===== config.mk =====
export PLATFORM = sky130hd
export DESIGN_NAME = puf_resp_sched
export DESIGN_NICKNAME = d
export VERILOG_FILES = /design/src/rtl/puf_sched_pkg.sv /design/src/rtl/puf_chal_buf.sv /design/src/rtl/puf_resp_sched.sv
export SDC_FILE = /design/constraint.sdc
export NUM_CORES = 1
export LEC_CHECK = 0
export BUFFER_PORTS_ARGS = -buffer_cell sky130_fd_sc_hd__buf_4
export CAP_MARGIN = 20
export CORE_ASPECT_RATIO = 2
export CORE_MARGIN = 1.5
export CORE_UTILIZATION = 50
export DETAILED_ROUTE_END_ITERATION = 16
export PLACE_DENSITY = 0.81
export SLEW_MARGIN = 10
export SYNTH_ARGS = -nofsm -noshare
export SYNTH_HDL_FRONTEND = slang
export SYNTH_HIERARCHICAL = 1
export SYNTH_SLANG_ARGS = --single-unit

===== constraint.sdc =====
create_clock -name clk -period 4.18 [get_ports clk]
set_input_delay 0.836 -clock clk [delete_from_list [all_inputs] [get_ports clk]]
set_output_delay 0.836 -clock clk [all_outputs]
set_load 0.01 [all_outputs]

===== src/rtl/puf_sched_pkg.sv =====
// Shared definitions for the PUF response scheduler: state encoding, default
// parameter values and the width helpers used by the scheduler and its buffer.
package puf_sched_pkg;

  typedef enum logic [2:0] {
    S_IDLE,
    S_CLEAR,
    S_SETUP,
    S_EXEC,
    S_STORE,
    S_RESP
  } sched_state_t;

  localparam int unsigned DEF_MUX_LENGTH   = 16;
  localparam int unsigned DEF_NUM_CHAL     = 8;
  localparam int unsigned DEF_CNT_BIT_SIZE = 32;
  localparam int unsigned DEF_WDOG_LIMIT   = 1024;

  // Mux select width; a single-RO mux still needs a 1-bit select port.
  function automatic int unsigned sel_width(input int unsigned mux_length);
    return (mux_length <= 2) ? 1 : $clog2(mux_length);
  endfunction

  function automatic int unsigned ptr_width(input int unsigned depth);
    return (depth <= 2) ? 1 : $clog2(depth);
  endfunction

endpackage


===== src/rtl/puf_chal_buf.sv =====
// Challenge register file: NUM_CHAL words written in order through a write
// pointer, with a fill count and an asynchronous read port indexed by the FSM.
module puf_chal_buf
  import puf_sched_pkg::*;
#(
  parameter int unsigned NUM_CHAL = DEF_NUM_CHAL,
  parameter int unsigned WORD_W   = 8,
  localparam int unsigned IDX_W   = ptr_width(NUM_CHAL),
  localparam int unsigned CNT_W   = $clog2(NUM_CHAL + 1)
) (
  input  logic              clk,
  input  logic              rst_n,
  input  logic              push,
  input  logic [WORD_W-1:0] push_data,
  input  logic              clear,
  input  logic [IDX_W-1:0]  rd_idx,
  output logic [WORD_W-1:0] rd_data,
  output logic [CNT_W-1:0]  count,
  output logic              full
);

  logic [WORD_W-1:0] mem [NUM_CHAL];
  logic [IDX_W-1:0]  wr_ptr;

  assign full    = (count == CNT_W'(NUM_CHAL));
  assign rd_data = mem[rd_idx];

  // Reset wipes the stored words so an aborted batch leaves nothing behind.
  always_ff @(posedge clk) begin
    if (!rst_n) begin
      wr_ptr <= '0;
      count  <= '0;
      for (int i = 0; i < int'(NUM_CHAL); i++) begin
        mem[i] <= '0;
      end
    end else if (clear) begin
      wr_ptr <= '0;
      count  <= '0;
    end else if (push && !full) begin
      mem[wr_ptr] <= push_data;
      wr_ptr      <= wr_ptr + IDX_W'(1);
      count       <= count + CNT_W'(1);
    end
  end

endmodule


===== src/rtl/puf_resp_sched.sv =====
// PUF response scheduler: buffers challenges, runs one RO race per challenge and
// returns the packed response. Optional EXEC watchdog: PUF_RESP_SCHED_WDOG_EN.
module puf_resp_sched
  import puf_sched_pkg::*;
#(
  parameter int unsigned MUX_LENGTH   = DEF_MUX_LENGTH,
  parameter int unsigned NUM_CHAL     = DEF_NUM_CHAL,
  parameter int unsigned CNT_BIT_SIZE = DEF_CNT_BIT_SIZE,
  parameter int unsigned WDOG_LIMIT   = DEF_WDOG_LIMIT,
  localparam int unsigned SEL_W       = sel_width(MUX_LENGTH)
) (
  input  logic                    clk,
  input  logic                    rst_n,
  input  logic                    i_chal_valid,
  output logic                    o_chal_ready,
  input  logic [2*SEL_W-1:0]      i_chal_data,
  input  logic                    i_start,
  input  logic [CNT_BIT_SIZE-1:0] i_max_count,
  output logic [SEL_W-1:0]        o_sel_mux_0,
  output logic [SEL_W-1:0]        o_sel_mux_1,
  output logic [CNT_BIT_SIZE-1:0] o_max_count,
  output logic                    o_sft_rst,
  output logic                    o_exec_enable,
  input  logic                    i_exec_done,
  input  logic                    i_winner,
  output logic                    o_resp_valid,
  input  logic                    i_resp_ready,
  output logic [NUM_CHAL-1:0]     o_resp_data,
  output logic                    o_busy,
  output logic                    o_err,
  output logic                    o_timeout
);

  localparam int unsigned IDX_W = ptr_width(NUM_CHAL);
  localparam int unsigned CNT_W = $clog2(NUM_CHAL + 1);

  sched_state_t         state;
  logic [IDX_W-1:0]     idx;
  logic [NUM_CHAL-1:0]  resp;
  logic [2*SEL_W-1:0]   rd_data;
  logic [CNT_W-1:0]     buf_count;
  logic                 buf_full;
  logic                 chal_ready;
  logic                 push;
  logic                 start_ok;
  logic                 buf_clear;
  logic                 last_chal;
  logic                 wdog_expire;
  logic [SEL_W-1:0]     rd_sel0;
  logic [SEL_W-1:0]     rd_sel1;

  // Ready is gated by rst_n so it reads 0 while reset is held.
  assign chal_ready = rst_n && (state == S_IDLE) && !buf_full;
  assign push       = i_chal_valid && chal_ready;
  // A word arriving in the same cycle as start counts toward the batch.
  assign start_ok   = (state == S_IDLE) && i_start && ((buf_count != '0) || push);
  assign buf_clear  = (state == S_RESP) && i_resp_ready;
  assign last_chal  = ((CNT_W'(idx) + CNT_W'(1)) == buf_count);
  assign rd_sel0    = rd_data[SEL_W-1:0];
  assign rd_sel1    = rd_data[2*SEL_W-1:SEL_W];

  assign o_chal_ready = chal_ready;
  assign o_busy       = (state != S_IDLE);
  assign o_resp_data  = resp;

  puf_chal_buf #(
    .NUM_CHAL (NUM_CHAL),
    .WORD_W   (2*SEL_W)
  ) u_chal_buf (
    .clk       (clk),
    .rst_n     (rst_n),
    .push      (push),
    .push_data (i_chal_data),
    .clear     (buf_clear),
    .rd_idx    (idx),
    .rd_data   (rd_data),
    .count     (buf_count),
    .full      (buf_full)
  );

`ifdef PUF_RESP_SCHED_WDOG_EN
  localparam int unsigned WDOG_W = $clog2(WDOG_LIMIT + 1);

  logic [WDOG_W-1:0] wdog_cnt;
  logic              timeout;

  // Expiry fires on the WDOG_LIMIT-th EXEC cycle without a done from the datapath.
  assign wdog_expire = (state == S_EXEC) && !i_exec_done &&
                       (wdog_cnt == WDOG_W'(WDOG_LIMIT - 1));
  assign o_timeout   = timeout;

  always_ff @(posedge clk) begin
    if (!rst_n) begin
      wdog_cnt <= '0;
      timeout  <= 1'b0;
    end else begin
      if (state != S_EXEC) begin
        wdog_cnt <= '0;
      end else if (!i_exec_done && !wdog_expire) begin
        wdog_cnt <= wdog_cnt + WDOG_W'(1);
      end
      if (start_ok) begin
        timeout <= 1'b0;
      end else if (wdog_expire) begin
        timeout <= 1'b1;
      end
    end
  end
`else
  localparam int unsigned WDOG_LIMIT_UNUSED = WDOG_LIMIT;

  assign wdog_expire = 1'b0;
  assign o_timeout   = 1'b0;
`endif

  // Main sequencer; every datapath control output is a register written here.
  always_ff @(posedge clk) begin
    if (!rst_n) begin
      state         <= S_IDLE;
      idx           <= '0;
      resp          <= '0;
      o_sel_mux_0   <= '0;
      o_sel_mux_1   <= '0;
      o_max_count   <= '0;
      o_sft_rst     <= 1'b0;
      o_exec_enable <= 1'b0;
      o_resp_valid  <= 1'b0;
      o_err         <= 1'b0;
    end else begin
      case (state)
        S_IDLE: begin
          if (start_ok) begin
            o_max_count <= i_max_count;
            idx         <= '0;
            resp        <= '0;
            o_err       <= 1'b0;
            o_sft_rst   <= 1'b1;
            state       <= S_CLEAR;
          end
        end
        S_CLEAR: begin
          o_sft_rst <= 1'b0;
          state     <= S_SETUP;
        end
        S_SETUP: begin
          o_sel_mux_0 <= rd_sel0;
          o_sel_mux_1 <= rd_sel1;
          // Racing an RO against itself is meaningless: record 0 and flag it.
          if (rd_sel0 == rd_sel1) begin
            resp[idx] <= 1'b0;
            o_err     <= 1'b1;
            state     <= S_STORE;
          end else begin
            o_exec_enable <= 1'b1;
            state         <= S_EXEC;
          end
        end
        S_EXEC: begin
          if (i_exec_done) begin
            resp[idx]     <= i_winner;
            o_exec_enable <= 1'b0;
            state         <= S_STORE;
          end else if (wdog_expire) begin
            resp[idx]     <= 1'b0;
            o_exec_enable <= 1'b0;
            state         <= S_STORE;
          end
        end
        S_STORE: begin
          idx <= idx + IDX_W'(1);
          if (last_chal) begin
            o_resp_valid <= 1'b1;
            state        <= S_RESP;
          end else begin
            o_sft_rst <= 1'b1;
            state     <= S_CLEAR;
          end
        end
        S_RESP: begin
          if (i_resp_ready) begin
            o_resp_valid <= 1'b0;
            idx          <= '0;
            resp         <= '0;
            state        <= S_IDLE;
          end
        end
        default: begin
          state <= S_IDLE;
        end
      endcase
    end
  end

endmodule


==> flow_summary.json <==
{
  "crit_type": "flip-flop to flip-flop",
  "fmax_ghz": 0.313,
  "cts_setup_buffers": 0,
  "hold_violations": 0,
  "syn_nets": 618,
  "crit_path_start_kind": "flip-flop",
  "setup_viol": 0,
  "ys_seq_area_share_pct": 55.4,
  "skew_ps": 6.95,
  "dpl_cell_area_um2": 6650,
  "root_buffer": "clkbuf_16",
  "synth_top_family_by_area": "simple AND/OR/NAND/NOR gates",
  "synth.area.mux_share_pct": 7.74,
  "antenna_found_initial": 0,
  "hp-start": "o_max_count[8]",
  "r2r_slack_ps": 990,
  "finalPower_uw": 3460,
  "drt-pass1-iter-count": 5,
  "drv_cap": 0,
  "numPortBuffers": 100,
  "design_area_um2": 7220,
  "io_pins": 102,
  "fin_crit_sh_pct": 76.4,
  "cp.arrival_ps": 3320,
  "drt_wl_total_mm": 15.6,
  "clock_latency_ps": 420,
  "hp-class": "flip-flop to flip-flop",
  "avgSynthCellArea_um2": 10.3,
  "drt_iter0_drc": 411,
  "finalMaxSlewViolations": 0,
  "clockBufferDepth": 2,
  "worstSetupEndpointType": "flip-flop",
  "die-area_um2": 12300,
  "status": "finished clean",
  "reg2reg_to": "u_chal_buf/mem[0][4]",
  "cp.required_ps": 4300,
  "antenna_left": 0,
  "via_per_inst": 5.82,
  "grt_use_total_pct": 25.9,
  "fp.dieH_um": 156,
  "final_cell_mix": "118 x buf_4, 91 x nand2_1, 75 x nor2_1",
  "multi_input_area_um2": 2330,
  "grt_overflow_total": 0,
  "cellLeakagePower_uw": 0.00273,
  "grt_first_pass_wirelength_mm": 23.7,
  "htree_levels": 4,
  "synth-compound-area-share_pct": 11.2,
  "power_density_nw_per_um2": 479,
  "dp.final_hpwl_mm": 11.4,
  "setup-tns-final_ps": 0,
  "drive_gt1_share_pct": 27.8,
  "vias": 4781,
  "die_w_um": 79.3,
  "yosysUniqueCellTypes": 56,
  "seqCellArea_um2": 3220,
  "core-area_um2": 11400,
  "routabilityCongestion": 0.933,
  "antenna_cells": 0,
  "rows": 55,
  "synth_edf_count": 64,
  "synthesis.area_um2": 5820,
  "async_flop_share_pct": 0,
  "cts_buffers": 17,
  "hold_buffers": 0,
  "post_synth_fa_ha_maj_area_fraction_pct": 0.860,
  "yosys.area_share.xor_xnor_pct": 1.20,
  "ys_seq_elements": 129,
  "ir_drop_mv": 0.354,
  "final_net_count": 718,
  "drc": 0,
  "ys_warn_count": 6,
  "area_delta_synth_final_pct": 24.1,
  "slew_headroom_pct": 44.2,
  "mostFrequentLayoutCell": "buf_4",
  "finalCriticalPeriod_ps": 3190,
  "wl_per_cell_um": 18.9,
  "cts_tree": "yes",
  "grt_pass1_vias": 4677,
  "min_to": "o_max_count[8]",
  "syn_inst": 567,
  "synth_top_flop_cell": "dfxtp_1",
  "cts_resized": 0,
  "cts.sinks": 129,
  "tightest_slew_ps": 836,
  "grt_max_degree": 48,
  "r2r-start": "u_chal_buf/count[0]",
  "start_util_pct": 51.3,
  "fill_cells": 896,
  "yosys.area_share.simple_pct": 18.9,
  "hold_depth": 2,
  "r2r_cells": 11,
  "cts.clk_slew.worst_paths_ps": 60,
  "path_max_fanout": 18,
  "rsz0062_at_grt": "no"
}
metrics by stage:
| step | hold WS [ps] | util, % | cells | setup slack [ps] |
|---|---|---|---|---|
| after floorplan | 481 | - | 567 | 1170 |
| after global routing | 473 | 63.6 | 822 | 831 |
| after detailed placement | 447 | 58.6 | 789 | 1060 |
| after global placement | 443 | 58.6 | 789 | 1150 |
| after CTS | 455 | 63.5 | 821 | 1030 |
| final | 456 | 63.6 | 822 | 986 |
sequential cells by signal (all words and copies together), names as in the netlist, 4 cells and up:
signal            cells
u_chal_buf/mem       64
o_max_count          32
o_resp_data           8
o_sel_mux_0           4
o_sel_mux_1           4
u_chal_buf/count      4
critical path, stage by stage, from the launching register on:
cell and delay [ps]:
dfxtp_1 440, inv_1 100, ha_1 250, nand3b_4 140, inv_4 70, nand3b_1 210
nor2_1 120, buf_4 180, inv_1 100, or4_1 810, o21ai_0 270, buf_4 210
per-layer routing:
layer | share of wire (%) | routed length (um) | GRT usage (%) | vias up
li1 | - | - | - | 2214
met1 | 31 | 4860 | 23.4 | 2256
met3 | 5.7 | 884 | 5.26 | 65
met2 | 57 | 8800 | 49.3 | 246
met5 | 0 | 0 | 0 | -
met4 | 6.6 | 1030 | 17.9 | 0
area by class of cell:
cell class / count / area share [%]
clock buffer: 17 / 5.89
clock inverter: 15 / 1.85
inverter: 9 / 0.502
multi-input combinational: 391 / 32.2
sequential: 129 / 44.6
tap: 142 / 2.46
timing repair buffer: 119 / 12.5
how the worst max path moves through the flow:
stage                         from                   end  slack (ps)  cells after the start
2_1_floorplan  u_chal_buf/count[0]  u_chal_buf/mem[0][0]        1170                     11
5_1_grt        u_chal_buf/count[0]  u_chal_buf/mem[4][2]         830                     11
3_3_place_gp                idx[2]        o_resp_data[1]        1150                      8
3_5_place_dp   u_chal_buf/count[0]  u_chal_buf/mem[4][4]        1060                     11
4_1_cts        u_chal_buf/count[0]  u_chal_buf/mem[0][4]        1030                     11
6_report       u_chal_buf/count[0]  u_chal_buf/mem[0][4]         990                     11
power breakdown:
group | internal (uW) | switching (uW)
Combinational | 238 | 340
Clock | 822 | 564
Sequential | 1410 | 83.5
synth_stat cells, types with 2 or more instances:
| library cell | count | area, um2 |
|---|---|---|
| inv_1 | 7 | 26.3 |
| o21ai_0 | 33 | 165 |
| buf_4 | 4 | 30.0 |
| a211oi_1 | 2 | 15.0 |
| and3_1 | 6 | 37.5 |
| buf_6 | 3 | 33.8 |
| a32o_1 | 2 | 20.0 |
| xor2_1 | 7 | 61.3 |
| mux2_2 | 8 | 90.1 |
| nand3_1 | 24 | 120 |
| buf_1 | 2 | 7.51 |
| mux4_2 | 16 | 360 |
| buf_2 | 3 | 15.0 |
| nor2_1 | 75 | 282 |
| nor4bb_1 | 2 | 20.0 |
| dfxtp_1 | 65 | 1300 |
| edfxtp_1 | 64 | 1920 |
| clkbuf_1 | 22 | 82.6 |
| a31o_2 | 4 | 35.0 |
| nor2b_1 | 4 | 25.0 |
| a21oi_1 | 54 | 270 |
| nor3_1 | 6 | 30.0 |
| nand2b_1 | 8 | 50.1 |
| nor2_2 | 2 | 12.5 |
| nor4_1 | 3 | 18.8 |
| nor3b_1 | 2 | 15.0 |
| ha_1 | 4 | 50.1 |
| nand4b_1 | 3 | 26.3 |
| nand3b_1 | 2 | 15.0 |
| buf_12 | 3 | 60.1 |
| nand4_1 | 3 | 18.8 |
| or3_1 | 4 | 25.0 |
| a31oi_1 | 6 | 37.5 |
| o21bai_1 | 2 | 15.0 |
| nand2_1 | 91 | 342 |
logic make-up (layout without fill, tap and decap cells):
family                   after synthesis  count (layout)
XOR/XNOR                               8               8
AO/OA/AOI/OAI                        114             114
AND/OR/NAND/NOR                      240             240
multiplexers                          24              24
flip-flops                           129             129
buffers and inverters                 47             160
other                                  1               1
adder cells (fa/ha/maj)                4               4
(Power assumes the default switching activity.)
